<file path="config.mk">
export PLATFORM = sky130hd
export DESIGN_NAME = mem_request_unit
export DESIGN_NICKNAME = d
export VERILOG_FILES = /design/src/rtl/cpu_types_pkg.sv /design/src/rtl/req_wait_ctr.sv /design/src/rtl/mem_request_unit.sv
export SDC_FILE = /design/constraint.sdc
export NUM_CORES = 1
export LEC_CHECK = 0
export CORE_MARGIN = 8
export CORE_UTILIZATION = 51
export CTS_CLUSTER_SIZE = 12
export DETAILED_ROUTE_END_ITERATION = 8
export PLACE_DENSITY = 0.77
export SETUP_SLACK_MARGIN = 0.3
export SLEW_MARGIN = 10
export SYNTH_ARGS = -nofsm -noshare
export SYNTH_HDL_FRONTEND = slang
export SYNTH_SLANG_ARGS = --single-unit
</file>
<file path="constraint.sdc">
create_clock -name CLK -period 1.6 [get_ports CLK]
set_input_delay 0.24 -clock CLK [delete_from_list [all_inputs] [get_ports CLK]]
set_output_delay 0.24 -clock CLK [all_outputs]
set_load 0.03 [all_outputs]
</file>
<file path="src/rtl/cpu_types_pkg.sv">
// Shared CPU types for the cache request path.
package cpu_types_pkg;

   typedef enum logic [1:0] {
      REQ_IDLE,
      REQ_DATA,
      REQ_HALT
   } req_state_t;

endpackage

</file>
<file path="src/rtl/req_wait_ctr.sv">
// Saturating data-wait counter; hit_max flags the counter's top value.
module req_wait_ctr #(
   parameter int WAIT_W   = 8,
   parameter int MAX_WAIT = 200
) (
   input  logic              CLK,
   input  logic              nRST,
   input  logic              en,
   input  logic              clr,
   output logic [WAIT_W-1:0] count,
   output logic              hit_max
);

   assign hit_max = (count == '1);

   always_ff @(posedge CLK) begin
      if (!nRST || clr) begin
         count <= '0;
      end else if (en && !hit_max) begin
         count <= count + 1'b1;
      end
   end

endmodule

</file>
<file path="src/rtl/mem_request_unit.sv">
// Registered I/D cache request sequencer with halt drain and error flags.
// Optional perf counters are built when REQ_PERF_EN is defined.
module mem_request_unit
   import cpu_types_pkg::*;
#(
   parameter int WAIT_W   = 8,
   parameter int MAX_WAIT = 200,
   parameter int CNT_W    = 32
) (
   input  logic             CLK,
   input  logic             nRST,
   input  logic             iread,
   input  logic             dread,
   input  logic             dwrite,
   input  logic             datomic_req,
   input  logic             halt,
   input  logic             ihit,
   input  logic             dhit,
   output logic             imemREN,
   output logic             dmemREN,
   output logic             dmemWEN,
   output logic             datomic,
   output logic             dpending,
   output logic             timeout_err,
`ifdef REQ_PERF_EN
   output logic             proto_err,
   output logic [CNT_W-1:0] perf_icnt,
   output logic [CNT_W-1:0] perf_dcnt
`else
   output logic             proto_err
`endif
);

   req_state_t        state;
   logic              halt_pend;
   logic              launch;
   logic              in_data;
   logic [WAIT_W-1:0] dwait;
   logic              dwait_sat;

   assign launch  = ihit & (dread | dwrite);
   assign in_data = (state == REQ_DATA);

   req_wait_ctr #(
      .WAIT_W   (WAIT_W),
      .MAX_WAIT (MAX_WAIT)
   ) u_wait (
      .CLK     (CLK),
      .nRST    (nRST),
      .en      (in_data & ~dhit & ~dwait_sat),
      .clr     (~in_data | dhit),
      .count   (dwait),
      .hit_max (dwait_sat)
   );

   always_ff @(posedge CLK) begin
      if (!nRST) begin
         state       <= REQ_IDLE;
         halt_pend   <= 1'b0;
         imemREN     <= 1'b0;
         dmemREN     <= 1'b0;
         dmemWEN     <= 1'b0;
         datomic     <= 1'b0;
         dpending    <= 1'b0;
         timeout_err <= 1'b0;
         proto_err   <= 1'b0;
      end else begin
         unique case (state)
            REQ_IDLE: begin
               if (launch) begin
                  state     <= REQ_DATA;
                  halt_pend <= halt;
                  imemREN   <= 1'b0;
                  dmemWEN   <= dwrite;
                  dmemREN   <= dread & ~dwrite;
                  datomic   <= datomic_req;
                  dpending  <= 1'b1;
                  if (dread && dwrite) proto_err <= 1'b1;
               end else if (halt) begin
                  state   <= REQ_HALT;
                  imemREN <= 1'b0;
               end else begin
                  imemREN <= iread;
               end
            end
            REQ_DATA: begin
               // Timeout only flags; the access stays live until dhit
               if (dwait == WAIT_W'(MAX_WAIT)) timeout_err <= 1'b1;
               if (dhit) begin
                  dmemREN   <= 1'b0;
                  dmemWEN   <= 1'b0;
                  datomic   <= 1'b0;
                  dpending  <= 1'b0;
                  halt_pend <= 1'b0;
                  if (halt || halt_pend) begin
                     state   <= REQ_HALT;
                     imemREN <= 1'b0;
                  end else begin
                     state   <= REQ_IDLE;
                     imemREN <= iread;
                  end
               end
            end
            REQ_HALT: begin
               imemREN  <= 1'b0;
               dmemREN  <= 1'b0;
               dmemWEN  <= 1'b0;
               datomic  <= 1'b0;
               dpending <= 1'b0;
            end
            default: state <= REQ_IDLE;
         endcase
      end
   end

`ifdef REQ_PERF_EN
   always_ff @(posedge CLK) begin
      if (!nRST) begin
         perf_icnt <= '0;
         perf_dcnt <= '0;
      end else begin
         if (ihit && imemREN) perf_icnt <= perf_icnt + 1'b1;
         if (in_data && dhit) perf_dcnt <= perf_dcnt + 1'b1;
      end
   end
`endif

endmodule
</file>
==> results.toml <==
[critical_path]
rr_startpoint = "state[1]$_SDFFE_PN0P_"
r2r_cells = 5
critPathMaxFanout = 6
cp.arrival_ns = 1.61
path_class = "reg -> reg"
reg2reg_setup_slack_ns = 0.20
reg2reg_to = "state[1]$_SDFFE_PN0P_"
start_kind = "register"
endpoint_kind = "register"
required_ns = 1.81

[power]
p_leak_nw = 0.521
peakVddDrop_mv = 0.697
power_mw = 1.40
cellPowerDensity_nw_per_um2 = 997

[global_route]
grt_pass1_vias = 962
grt_max_degree = 11
grt_pass1_wl_mm = 3.98
grt_overflow = 0
track_usage_pct = 14.3
antenna_found_initial = 0

[synth]
yosys-top-cells-count = "dfxtp_1, a21oi_1"
ys.flop_type = "dfxtp_1"
synth.area.top_cells = "dfxtp_1, ha_1, a21oi_1, a32o_1, o21ai_0"
synth_simple_gate_area_share_pct = 25.3
yosysSeqAreaShare_pct = 37.2
avgSynthCellArea_um2 = 9.14
yosysWarnings = 0
yosysTopAreaCellShare_pct = 37.2
synth_fa_ha_area_share_pct = 7.75
synth_cell_types = 44
synth_area_um2 = 968
synth_top_area_cell = "dfxtp_1"
synth_top_family_by_area = "simple AND/OR/NAND/NOR gates"
syn-num-nets = 121
netlist_instances = 106
synth_xor_area_share_pct = 0
ys_ff_latch = 18
synthMuxAreaShare_pct = 1.03
async_reset_ff_share_pct = 0
synth-edff-count = 0
synth.most_common_cell = "dfxtp_1"
synth_compound_area_share_pct = 25.3

[clock_network]
clock_latency_ns = 0.29
htree_levels = 1
path_clk_slew_ns = 0.10
cts_root_buffer = "clkbuf_4"
cts_tree = "built"
clock_sinks = 18
cts_max_path_buffers = 2
numCtsBuffers = 3

[layout]
n_antenna_cell = 0
areaGrowthSynthToFinish_pct = 44.8
multiInputGateArea_um2 = 689
final_area_um2 = 1400
final_layout_size_suffix_gt1_share_pct = 38.0
fin_nets = 153
ff_latch_area_um2 = 369
fillCellCount = 125

[route]
vias = 981
drcViolationCount = 0
wl_mm = 2.69
drt_iter0_markers = 16
final_antenna_net_count = 0
vias_per_cell = 6.06
wl_per_cell_um = 16.6
dr.pass1.iters = 5

[sta]
max_freq_mhz = 716
setup_viol = 0
finalHoldViolCount = 0
finalCritPeriodShare_pct = 87.3
worstMarginPinSlew_ns = 0.364
post-route-min-period_ns = 1.40
relSlewSlack_pct = 75.6
rsz0062_at_grt = "yes"
fin_setup_tns_ns = 0
report.final.slew_viol_count = 0
fin_skew_ns = 0.000952
setup_ws_ns = 0.203

[floorplanning]
die_h_um = 59.6
die_w_um = 59.6
initial_utilization_pct = 54.9
io_pins = 16
rows = 15
die_area_um2 = 3550
coreArea_um2 = 1760

[hold_path]
hold_path_class = "reg -> reg"
min_from = "proto_err$_SDFFE_PN0P_"
hold_path_depth = 2
min_to = "proto_err$_SDFFE_PN0P_"

[status]
status = "finished clean"

[placement]
io_buffers = 15
dp_slack_ns = 0.0292
gp_congestion = 0.873
dpl.hpwl_mm = 1.77
place_area_um2 = 1210

[flow_run]
drv_cap = 0
## state kept, by name, summed over array words and instances (netlist names)
name,count
timeout_err,1
proto_err,1
imemREN,1
datomic,1
dmemREN,1
u_wait.count,8
halt_pend,1
dmemWEN,1
state,2
dpending,1
## cell usage in the layout (no fill, tap or decap), drive strengths merged, types with 2 or more instances in the layout
cell,count
a211oi,2
a21oi,8
a221oi,2
a31oi,4
a32o,3
and2,3
and2b,2
and3,2
buf,14
clkbuf,5
clkdlybuf4s15,4
clkdlybuf4s50,8
dfxtp,18
dlygate4sd2,2
ha,6
inv,6
nand2,6
nand3,4
nand3b,2
nor2,2
nor2b,3
nor3,2
nor4,2
o211ai,2
o21ai,8
## worst max path at each step
stage	startpoint	end	slack, ns
floorplan	state[1]$_SDFFE_PN0P_	state[1]$_SDFFE_PN0P_	0.30
global placement	dhit	state[1]$_SDFFE_PN0P_	0.06
detailed placement	halt	state[1]$_SDFFE_PN0P_	0.03
CTS	state[1]$_SDFFE_PN0P_	state[1]$_SDFFE_PN0P_	0.24
global route	state[1]$_SDFFE_PN0P_	state[1]$_SDFFE_PN0P_	0.18
finish	state[1]$_SDFFE_PN0P_	state[1]$_SDFFE_PN0P_	0.20
## area by class of cell
cell class | count | area share (%)
repair buffers | 29 | 17.9
inverters | 6 | 1.78
clock buffers | 4 | 2.59
flip-flops and latches | 18 | 26.3
well taps | 25 | 2.23
multi-input cells | 80 | 49.2
## critical path, stage by stage, from the launching register on
cell and delay, ns:
dfxtp_2 0.37, inv_4 0.06, ha_4 0.17, and2b_4 0.19, a211o_1 0.29, a221oi_2 0.24
## cells by family (layout without fill, tap and decap cells)
| family | Yosys count | count (layout) |
|---|---|---|
| AO/OA/AOI/OAI | 35 | 35 |
| adder cells (fa/ha/maj) | 6 | 6 |
| buffers and inverters | 8 | 39 |
| flip-flops | 18 | 18 |
| multiplexers | 1 | 1 |
| AND/OR/NAND/NOR | 38 | 38 |
## report_power, final
part / internal, mW / total (mW) / switching (mW) / leakage (nW)
sequential: 0.492 / 0.525 / 0.0331 / 0.149
clock: 0.139 / 0.282 / 0.144 / 0.0210
combinational: 0.300 / 0.592 / 0.292 / 0.351
## metrics by stage
stage | utilization (%) | hold slack, ns | cells
final | 79.5 | 0.494 | 162
after global routing | 79.5 | 0.521 | 162
after CTS | 74.3 | 0.508 | 161
after detailed placement | 68.4 | 0.487 | 149
after global placement | 68.4 | 0.470 | 149
after floorplan | - | 0.366 | 106
## metal layers
metal,routed length [um],GRT usage [%],vias to the layer above
li1,-,-,471
met1,1260,17.5,477
met2,1290,24.0,27
met3,107,2.82,6
met4,36,4.76,0
met5,0,0,-
## timing repair
action / 4_1_cts / 5_1_grt
cloned: 0 / 0
endpoints found under the setup margin: 14 / 20
hold buffers: 0 / 0
resized for setup: 13 / 29
pin swaps: 5 / 7
buffers inserted: 8 / 1
Note: power is estimated with default switching activity, not from simulation.
